$ cat src/rtl/vga_pkg.sv
// Shared constants and types for the tile text writer.
// Holds the screen geometry, address/data widths, control codes and FSM state encoding.
package vga_pkg;

  localparam int H_TILES        = 80;
  localparam int V_TILES        = 30;
  localparam int ADDR_COL_WIDTH = 7;
  localparam int ADDR_ROW_WIDTH = 5;
  localparam int DATA_WIDTH     = 7;

  localparam logic [6:0] ASCII_BS = 7'h08;
  localparam logic [6:0] ASCII_LF = 7'h0A;
  localparam logic [6:0] ASCII_FF = 7'h0C;
  localparam logic [6:0] ASCII_CR = 7'h0D;

  localparam logic [6:0] PRINT_FIRST = 7'h20;
  localparam logic [6:0] PRINT_LAST  = 7'h7E;

  typedef logic [0:0] state_t;
  localparam state_t IDLE  = 1'b0;
  localparam state_t CLEAR = 1'b1;

endpackage

$ cat src/rtl/text_cursor.sv
// Cursor column/row counter with wrap at the screen edges (no scrolling).
// Control priority: home > newline > cr > dec > inc.
module text_cursor #(
  parameter int H_TILES   = vga_pkg::H_TILES,
  parameter int V_TILES   = vga_pkg::V_TILES,
  parameter int COL_WIDTH = vga_pkg::ADDR_COL_WIDTH,
  parameter int ROW_WIDTH = vga_pkg::ADDR_ROW_WIDTH
) (
  input  logic                 clk,
  input  logic                 rst_n,
  input  logic                 inc,
  input  logic                 newline,
  input  logic                 cr,
  input  logic                 dec,
  input  logic                 home,
  output logic [COL_WIDTH-1:0] col,
  output logic [ROW_WIDTH-1:0] row
);

  localparam logic [COL_WIDTH-1:0] COL_LAST = COL_WIDTH'(H_TILES - 1);
  localparam logic [ROW_WIDTH-1:0] ROW_LAST = ROW_WIDTH'(V_TILES - 1);

  logic [ROW_WIDTH-1:0] row_next;

  assign row_next = (row == ROW_LAST) ? '0 : row + 1'b1;

  always_ff @(posedge clk or negedge rst_n) begin
    if (!rst_n) begin
      col <= '0;
      row <= '0;
    end else if (home) begin
      col <= '0;
      row <= '0;
    end else if (newline) begin
      col <= '0;
      row <= row_next;
    end else if (cr) begin
      col <= '0;
    end else if (dec) begin
      if (col != '0) col <= col - 1'b1;
    end else if (inc) begin
      if (col == COL_LAST) begin
        col <= '0;
        row <= row_next;
      end else begin
        col <= col + 1'b1;
      end
    end
  end

endmodule

$ cat src/rtl/text_writer.sv
// Character-stream to tile-buffer writer with CR/LF/BS handling.
// Optional screen clear on FF is built when TEXT_WRITER_CLEAR_EN is defined.
module text_writer #(
  parameter int H_TILES        = vga_pkg::H_TILES,
  parameter int V_TILES        = vga_pkg::V_TILES,
  parameter int ADDR_COL_WIDTH = vga_pkg::ADDR_COL_WIDTH,
  parameter int ADDR_ROW_WIDTH = vga_pkg::ADDR_ROW_WIDTH,
  parameter int DATA_WIDTH     = vga_pkg::DATA_WIDTH
) (
  input  logic                      clk_i,
  input  logic                      rstn_i,
  input  logic                      char_valid_i,
  input  logic [DATA_WIDTH-1:0]     char_i,
  output logic                      char_ready_o,
  output logic                      wr_en_o,
  output logic [ADDR_COL_WIDTH-1:0] col_w_o,
  output logic [ADDR_ROW_WIDTH-1:0] row_w_o,
  output logic [DATA_WIDTH-1:0]     din_o,
  output logic [ADDR_COL_WIDTH-1:0] cursor_col_o,
  output logic [ADDR_ROW_WIDTH-1:0] cursor_row_o,
  output logic                      busy_o
);

  import vga_pkg::*;

  state_t state;
  logic   accept;
  logic   is_print, is_cr, is_lf, is_bs;
  logic   do_inc, do_nl, do_cr, do_dec, do_home;

  assign char_ready_o = (state == IDLE);
  assign accept       = char_valid_i && char_ready_o;

  assign is_print = (char_i >= DATA_WIDTH'(PRINT_FIRST)) && (char_i <= DATA_WIDTH'(PRINT_LAST));
  assign is_cr    = (char_i == DATA_WIDTH'(ASCII_CR));
  assign is_lf    = (char_i == DATA_WIDTH'(ASCII_LF));
  assign is_bs    = (char_i == DATA_WIDTH'(ASCII_BS));

  assign do_inc = accept && is_print;
  assign do_nl  = accept && is_lf;
  assign do_cr  = accept && is_cr;
  // Backspace at column 0 is swallowed: no cursor move and no write.
  assign do_dec = accept && is_bs && (cursor_col_o != '0);

`ifdef TEXT_WRITER_CLEAR_EN
  localparam logic [ADDR_COL_WIDTH-1:0] COL_LAST = ADDR_COL_WIDTH'(H_TILES - 1);
  localparam logic [ADDR_ROW_WIDTH-1:0] ROW_LAST = ADDR_ROW_WIDTH'(V_TILES - 1);

  logic [ADDR_COL_WIDTH-1:0] clr_col;
  logic [ADDR_ROW_WIDTH-1:0] clr_row;
  logic                      clr_last;
  logic                      is_ff;

  assign is_ff    = (char_i == DATA_WIDTH'(ASCII_FF));
  assign clr_last = (clr_col == COL_LAST) && (clr_row == ROW_LAST);

  always_ff @(posedge clk_i or negedge rstn_i) begin
    if (!rstn_i) begin
      state   <= IDLE;
      clr_col <= '0;
      clr_row <= '0;
    end else begin
      case (state)
        IDLE: begin
          if (accept && is_ff) begin
            state   <= CLEAR;
            clr_col <= '0;
            clr_row <= '0;
          end
        end
        default: begin
          if (clr_last) begin
            state   <= IDLE;
            clr_col <= '0;
            clr_row <= '0;
          end else if (clr_col == COL_LAST) begin
            clr_col <= '0;
            clr_row <= clr_row + 1'b1;
          end else begin
            clr_col <= clr_col + 1'b1;
          end
        end
      endcase
    end
  end

  assign do_home = (state == CLEAR) && clr_last;
  assign busy_o  = (state == CLEAR);
`else
  assign state   = IDLE;
  assign do_home = 1'b0;
  assign busy_o  = 1'b0;
`endif

  always_ff @(posedge clk_i or negedge rstn_i) begin
    if (!rstn_i) begin
      wr_en_o <= 1'b0;
      col_w_o <= '0;
      row_w_o <= '0;
      din_o   <= '0;
    end else begin
      wr_en_o <= 1'b0;
      if (do_inc) begin
        wr_en_o <= 1'b1;
        col_w_o <= cursor_col_o;
        row_w_o <= cursor_row_o;
        din_o   <= char_i;
      end else if (do_dec) begin
        wr_en_o <= 1'b1;
        col_w_o <= cursor_col_o - 1'b1;
        row_w_o <= cursor_row_o;
        din_o   <= '0;
      end
`ifdef TEXT_WRITER_CLEAR_EN
      if (state == CLEAR) begin
        wr_en_o <= 1'b1;
        col_w_o <= clr_col;
        row_w_o <= clr_row;
        din_o   <= '0;
      end
`endif
    end
  end

  text_cursor #(
    .H_TILES   (H_TILES),
    .V_TILES   (V_TILES),
    .COL_WIDTH (ADDR_COL_WIDTH),
    .ROW_WIDTH (ADDR_ROW_WIDTH)
  ) u_cursor (
    .clk     (clk_i),
    .rst_n   (rstn_i),
    .inc     (do_inc),
    .newline (do_nl),
    .cr      (do_cr),
    .dec     (do_dec),
    .home    (do_home),
    .col     (cursor_col_o),
    .row     (cursor_row_o)
  );

endmodule

$ cat config.mk
export PLATFORM = sky130hd
export DESIGN_NAME = text_writer
export DESIGN_NICKNAME = d
export VERILOG_FILES = /design/src/rtl/vga_pkg.sv /design/src/rtl/text_cursor.sv /design/src/rtl/text_writer.sv
export SDC_FILE = /design/constraint.sdc
export NUM_CORES = 1
export LEC_CHECK = 0
export CORE_MARGIN = 10
export CORE_UTILIZATION = 53
export DETAILED_ROUTE_END_ITERATION = 8
export PLACE_DENSITY = 0.85
export SKIP_LAST_GASP = 1
export SLEW_MARGIN = 15
export SYNTH_ARGS = -nofsm -noshare
export SYNTH_HDL_FRONTEND = slang
export SYNTH_SLANG_ARGS = --single-unit
export TNS_END_PERCENT = 10
$ cat constraint.sdc
create_clock -name clk_i -period 5.52 [get_ports clk_i]
set_input_delay 1.104 -clock clk_i [delete_from_list [all_inputs] [get_ports clk_i]]
set_output_delay 1.104 -clock clk_i [all_outputs]
set_load 0.005 [all_outputs]
==> summary.txt, run 1 <==
Floorplan
  • Die area: 6060 um2
  • Row cnt: 20
  • Starting Density: a little under three fifths
  • Die height: 77.8 um
  • Width of the die: 77.8 um
  • Core region area: 3130 um2
  • IO Count: 44

Power
  • Pleak: about 0.00092 uW
  • Pwr dens: roughly 370 nW/um2
  • Max VDD drop: 0.230 mV

Yosys
  • Ys async rst share: between 90% and 100%
  • #FFs+latches synth: 32
  • Syn_nets: 193
  • Register area share after synthesis: 45.2%
  • Average size of a mapped cell: just under 10 um2
  • Top FF cell, synth: dfrtp_1
  • Yosys warns: 0
  • Number of synthesized flops with an enable pin: 0
  • Synth unique cells: 53
  • Post-Syn Instances: 179
  • Post-synthesis cell area: around 1800 um2

Worst setup path
  • CP Capture Type: flip-flop
  • Worst Setup Start Kind: primary input
  • Crit Path Max Fanout: 24
  • Worst Path Required: ~5.8 ns
  • Data arrival time of the critical path: 3.66 ns
  • WS Path Type: primary input to flip-flop

Clock network
  • CTS tree: done
  • Num CTS Buffers: 5
  • Clock-pin slew on the worst setup and hold paths: 0.10 ns
  • Postcts setup bufs: 0
  • Clock buffer depth: 2
  • Skew-Pair Late Insertion Delay: 0.35 ns
  • Post-CTS resize count: 0
  • Clk root buf: clkbuf_4
  • Hold_buf cts: 0
  • Sink Count: 32
  • H-Tree Level Count: 2

Global route
  • Gr ovfl total: 0
  • Initial antenna violation count: 0
  • First-pass GRT wire length: about 8000 um
  • Largest net degree at the start of global routing: 33
  • Vias in the first global route: roughly 1600
  • Total track usage: 15.9%

Route
  • M1 WL: between 1500 and 2000 um
  • Number of vias per cell: 6.03
  • DRT Pass-1 Iters: 4
  • Starting DRT DRC Count: 168
  • Met3 WL: roughly 410 um
  • Vias: 1597
  • Total wire length: 4770 um
  • Avg WL per Cell: between 15 and 20 um
  • DRC Markers: 0
  • Final ANT Viol Nets: 0
  • Highest metal used: met4
  • Met2 Wirelength: roughly 2300 um

Cells and area
  • Nets: 234
  • N_diodes: 0
  • Share of post-route cells with drive strength above 1: 9.95%
  • Layout area overhead: 28.6%
  • Leading cell type in the layout, fill and taps excluded: clkdlybuf4s50_1
  • Seq. cell area: 801 um2
  • Area of the multi-input gates: 907 um2
  • Finished Layout Cells: between 200 and 300
  • # fillers: 253
  • Most frequent cells in the layout: clkdlybuf4s50_1 (41), dfrtp_1 (32), nand2_1 (15), o21ai_0 (14), a21oi_1 (14)

STA
  • Setup_tns: 0 ns
  • Endpoints failing hold: 0
  • Max transition margin: 40.7%
  • Final Skew: 0.0136 ns
  • RSZ-0062 raised after global routing: no
  • Clock period minus worst slack: 3.42 ns
  • Final period util: 62.0%
  • Max Freq: 292 MHz
  • Final setup vio count: 0
  • Worst-margin pin slew: 0.890 ns
  • Max Transition Viols Final: 0

Min path
  • Worst Hold Class: flip-flop to flip-flop

Status
  • Status: completed

Placed design
  • GPL Wtd Cong: 0.902
  • Port Buffers: 41
  • Placed cells: 257
  • Final HPWL DP: between 3000 and 4000 um

Run
  • Max Cap Viol: 0
-- critical path, cell delays in order --
cell and delay, ns:
clkdlybuf4s50_1 0.58, nand4_1 0.17, o21a_1 0.52, a21oi_2 0.81
o32ai_1 0.17, a311o_1 0.30
-- cell families after synthesis --
family,after synthesis,share of synthesized area [%]
compound gates,65,25.8
fa+ha+maj,4,2.82
simple gates,58,19.1
other cells,2,0.424
flops,32,45.2
mux,5,3.10
buf+inv,13,3.67
-- worst paths after layout --
check	cells after the start	end	slack, ns	start
hold reg to reg	2	col_w_o[6]$_DFFE_PN0P_	0.49	col_w_o[6]$_DFFE_PN0P_
hold / removal	2	col_w_o[6]$_DFFE_PN0P_	0.49	col_w_o[6]$_DFFE_PN0P_
max in group asynchronous	2	col_w_o[5]$_DFFE_PN0P_	4.09	rstn_i
setup reg to reg	7	u_cursor.col[3]$_DFFE_PN0P_	2.53	u_cursor.col[0]$_DFFE_PN0P_
min in group asynchronous	2	u_cursor.col[0]$_DFFE_PN0P_	1.13	rstn_i
setup / recovery	6	u_cursor.col[3]$_DFFE_PN0P_	2.10	char_i[0]
-- where the power goes --
part | leakage [uW] | switching (uW) | internal [uW]
Clock | 0.0000412 | 86.4 | 94.3
Combinational | 0.000481 | 124 | 167
Sequential | 0.000396 | 80.8 | 289
Total | 0.000918 | 291 | 550
-- per-layer routing --
| metal | global-route usage, % | vias to the layer above |
|---|---|---|
| met5 | 0 | - |
| met4 | 5.29 | 0 |
| met3 | 6.91 | 10 |
| li1 | - | 768 |
| met1 | 19.0 | 758 |
| met2 | 25.1 | 61 |
-- through the flow --
stage / util, % / worst slack, ns / total power [uW] / area, um2 / hold WS, ns
6_report: 72.9 / 2.10 / 840 / 2280 / 0.489
5_1_grt: 72.9 / 1.95 / 892 / 2280 / 0.520
4_1_cts: 72.9 / 2.14 / 842 / 2280 / 0.497
3_5_place_dp: 70.3 / 1.77 / 663 / 2200 / 0.474
3_3_place_gp: 70.3 / 1.91 / 652 / 2200 / 0.469
2_1_floorplan: - / 2.80 / 495 / 1770 / 0.470
-- synth_stat cells (2+ instances only) --
library cell | instances | area [um2]
a211o_1 | 2 | 17.5
a211oi_1 | 4 | 30.0
a21boi_0 | 2 | 15.0
a21oi_1 | 14 | 70.1
a22o_1 | 5 | 43.8
a32o_1 | 3 | 30.0
a32oi_1 | 3 | 26.3
buf_4 | 2 | 15.0
clkbuf_1 | 4 | 15.0
conb_1 | 2 | 7.51
dfrtp_1 | 32 | 801
ha_1 | 4 | 50.1
inv_1 | 5 | 18.8
mux2_2 | 4 | 45.0
nand2_1 | 15 | 56.3
nand3_1 | 7 | 35.0
nand4_1 | 2 | 12.5
nor2_1 | 8 | 30.0
nor2b_1 | 3 | 18.8
nor3_1 | 7 | 35.0
nor3b_1 | 2 | 15.0
o211ai_1 | 2 | 15.0
o21a_1 | 2 | 15.0
o21ai_0 | 14 | 70.1
o31ai_1 | 3 | 22.5
-- registers in the layout, indices dropped and copies added (netlist names) --
register and cells:
row_w_o 5, din_o 7, wr_en_o 1, col_w_o 7
u_cursor.col 7, u_cursor.row 5
-- final cells by class --
type                    instances  area share [%]
clock inverters                 3            1.87
inverters                       5           0.823
flip-flops and latches         32            35.1
repair buffers                 42            18.3
well taps                      44            2.41
multi-input cells             134            39.8
clock buffers                   5            1.65
No activity file was read; power rests on OpenSTA's default activity.
==> inputs of run 2 (changes only) <==
Settings changed: CORE_UTILIZATION 53 to 49, PLACE_DENSITY 0.85 to 0.8.
Clock period 5.52 ns to 3.2 ns, I/O delays scaled along.
==> summary.txt, run 2 (synthesized netlist as in run 1, its figures left out) <==
Floorplan
  • Core region area: 3420 um2 (+9.2%)
  • Row cnt: 21 (+5.0%)
  • IO Count: 44 (unchanged)
  • Starting Density: 51.9% (-4.8 points)
  • Width of the die: 80.2 um (+3.0%)
  • Die area: 6420 um2 (+6.0%)
  • Die height: 80.2 um (+3.0%)

STA
  • Worst hold margin: 0.488 ns (-0.00148 ns)
  • Worst-margin pin slew: 0.924 ns (+0.0342 ns)
  • Max transition margin: 38.4% (-2.3 points)
  • Max Transition Viols Final: 0 (unchanged)
  • Clock period minus worst slack: 2.75 ns
  • Final setup vio count: 0 (unchanged)
  • Final Skew: 0.00558 ns (-0.00799 ns)
  • Final period util: a little under nine tenths
  • RSZ-0062 raised after global routing: no
  • Setup_tns: 0 ns (unchanged)
  • Max Freq: 363 MHz
  • Endpoints failing hold: 0 (unchanged)

Cells and area
  • Layout area overhead: 30.2%
  • Area of the multi-input gates: 907 um2 (unchanged)
  • Seq. cell area: 801 um2 (unchanged)
  • # fillers: 293 (+16%)
  • N_diodes: 0 (unchanged)
  • Share of post-route cells with drive strength above 1: 11.1% (+1.2 points)
  • Most frequent cells in the layout: clkdlybuf4s50_1 (41), dfrtp_1 (32), nand2_1 (15), o21ai_0 (14), a21oi_1 (14)
  • Biggest regs: col_w_o: 7 flops, din_o: 7 flops, u_cursor.col: 7 flops
  • Leading cell type in the layout, fill and taps excluded: clkdlybuf4s50_1
  • Nets: 238 (+1.7%)

Placed design
  • Port Buffers: 41 (unchanged)
  • Final HPWL DP: 3430 um (-0.32%)
  • GPL Wtd Cong: 0.885 (-1.9%)

Clock network
  • Clock buffer depth: 2 (unchanged)
  • Skew-Pair Late Insertion Delay: 0.34 ns (about the same)
  • Sink Count: 32 (unchanged)
  • Post-CTS resize count: 0 (unchanged)
  • H-Tree Level Count: 2 (unchanged)
  • Num CTS Buffers: 5 (unchanged)
  • Postcts setup bufs: 0 (unchanged)
  • Hold_buf cts: 0 (unchanged)
  • Clock-pin slew on the worst setup and hold paths: 0.11 ns (about the same)
  • CTS tree: done
  • Clk root buf: clkbuf_4

Route
  • DRC Markers: 0 (unchanged)
  • Starting DRT DRC Count: 169 (+0.60%)
  • Avg WL per Cell: 17.6 um (-2.0%)
  • Vias: 1631 (+2.1%)
  • Final ANT Viol Nets: 0 (unchanged)
  • DRT Pass-1 Iters: 4 (unchanged)
  • Number of vias per cell: 6.02 (-0.13%)
  • Total wire length: 4780 um (+0.19%)

Worst setup path
  • Worst Setup Start Kind: flip-flop
  • CP Capture Type: flip-flop
  • WS Path Type: flip-flop to flip-flop
  • R2R Path End: u_cursor.col[3]$_DFFE_PN0P_
  • FF-to-FF Start: u_cursor.col[0]$_DFFE_PN0P_
  • Worst Path Required: 3.43 ns (-2.33 ns)
  • R2R cell count: 7 (unchanged)
  • Family with the most delay on the worst path: compound AO/OA/AOI/OAI gates
  • Crit path cell chain: inv_1 > ha_1 > nor3b_1 > nand3b_1 > a21oi_2 > o32ai_1 > a311o_1
  • Data arrival time of the critical path: 2.99 ns (-0.67 ns)
  • Critical path depth in cells: 7 (+1)
  • Crit path max-delay cell type: a21oi_2
  • Crit Path Max Fanout: 18 (-25%)
  • Worst Path Buf+Inv: 1 (unchanged)
  • Flop-to-flop setup slack: 0.45 ns (-2.08 ns)
  • Critical path's largest stage delay: 0.74 ns (-0.07 ns)

Min path
  • Worst Hold Class: flip-flop to flip-flop
  • Min-Delay Startpoint: col_w_o[6]$_DFFE_PN0P_
  • Hold endpoint: col_w_o[6]$_DFFE_PN0P_
  • WHS Path Cells: 2 (unchanged)

Global route
  • Total track usage: 15.1% (-0.85 points)
  • Vias in the first global route: 1652 (+4.6%)
  • Largest net degree at the start of global routing: 33 (unchanged)
  • First-pass GRT wire length: 7910 um (-1.3%)
  • Gr ovfl total: 0 (unchanged)
  • Initial antenna violation count: 0 (unchanged)

Run
  • Max Cap Viol: 0 (unchanged)

Power
  • Total power: 1450 uW (+73%)
  • Pleak: 0.000938 uW (+2.2%)
  • Max VDD drop: 0.295 mV (+28%)
  • Pwr dens: 630 nW/um2 (+71%)

Status
  • Status: completed
[run 2: cell count changes in the layout (fill, tap and decap cells not counted), sizes merged]
cell      before  now
clkinvlp       1    0
buf            1    5
clkbuf         5    6
[run 2: worst max path at each step]
stage          slack [ns]                   startpoint                          end
5_1_grt              0.25  u_cursor.col[0]$_DFFE_PN0P_  u_cursor.col[3]$_DFFE_PN0P_
3_3_place_gp         0.34                 char_valid_i  u_cursor.col[6]$_DFFE_PN0P_
6_report             0.45  u_cursor.col[0]$_DFFE_PN0P_  u_cursor.col[3]$_DFFE_PN0P_
4_1_cts              0.49  u_cursor.col[0]$_DFFE_PN0P_  u_cursor.col[3]$_DFFE_PN0P_
3_5_place_dp         0.22                 char_valid_i  u_cursor.col[6]$_DFFE_PN0P_
2_1_floorplan        0.94                    char_i[0]  u_cursor.col[3]$_DFFE_PN0P_
[run 2: power breakdown]
| group | switching [uW] | internal, uW |
|---|---|---|
| Combinational | 213 | 292 |
| Sequential | 142 | 498 |
| Clock | 147 | 164 |
| Total | 501 | 954 |
[run 2: tightest hold or removal path, delay by kind of cell (launching register included)]
kind	cells	cell delay [ns]
DFF	1	0.35
and+or+nand+nor	2	0.11
[run 2: cell type report]
class                           instances  area share [%]
Clock buffer                            6            1.79
Clock inverter                          2            1.52
Inverter                                5           0.813
Multi-Input combinational cell        134            39.3
Sequential cell                        32            34.7
Tap cell                               46            2.49
Timing Repair Buffer                   46            19.4
[run 2: metal layers]
layer	up-vias	wire length (um)	global-route usage, %
li1	769	-	-
met1	779	1900	17.1
met2	75	2290	25.2
met3	8	536	7.02
met4	0	43	3.70
met5	-	0	0
[run 2: metrics by stage]
step                setup WS (ns)  area [um2]  util [%]  cells
finish                      0.446        2310      67.6    271
global route                0.253        2310      67.6    271
CTS                         0.491        2310      67.6    271
detailed placement          0.218        2230      65.3    263
global placement            0.339        2230      65.3    263
floorplan                   0.942        1770         -    179
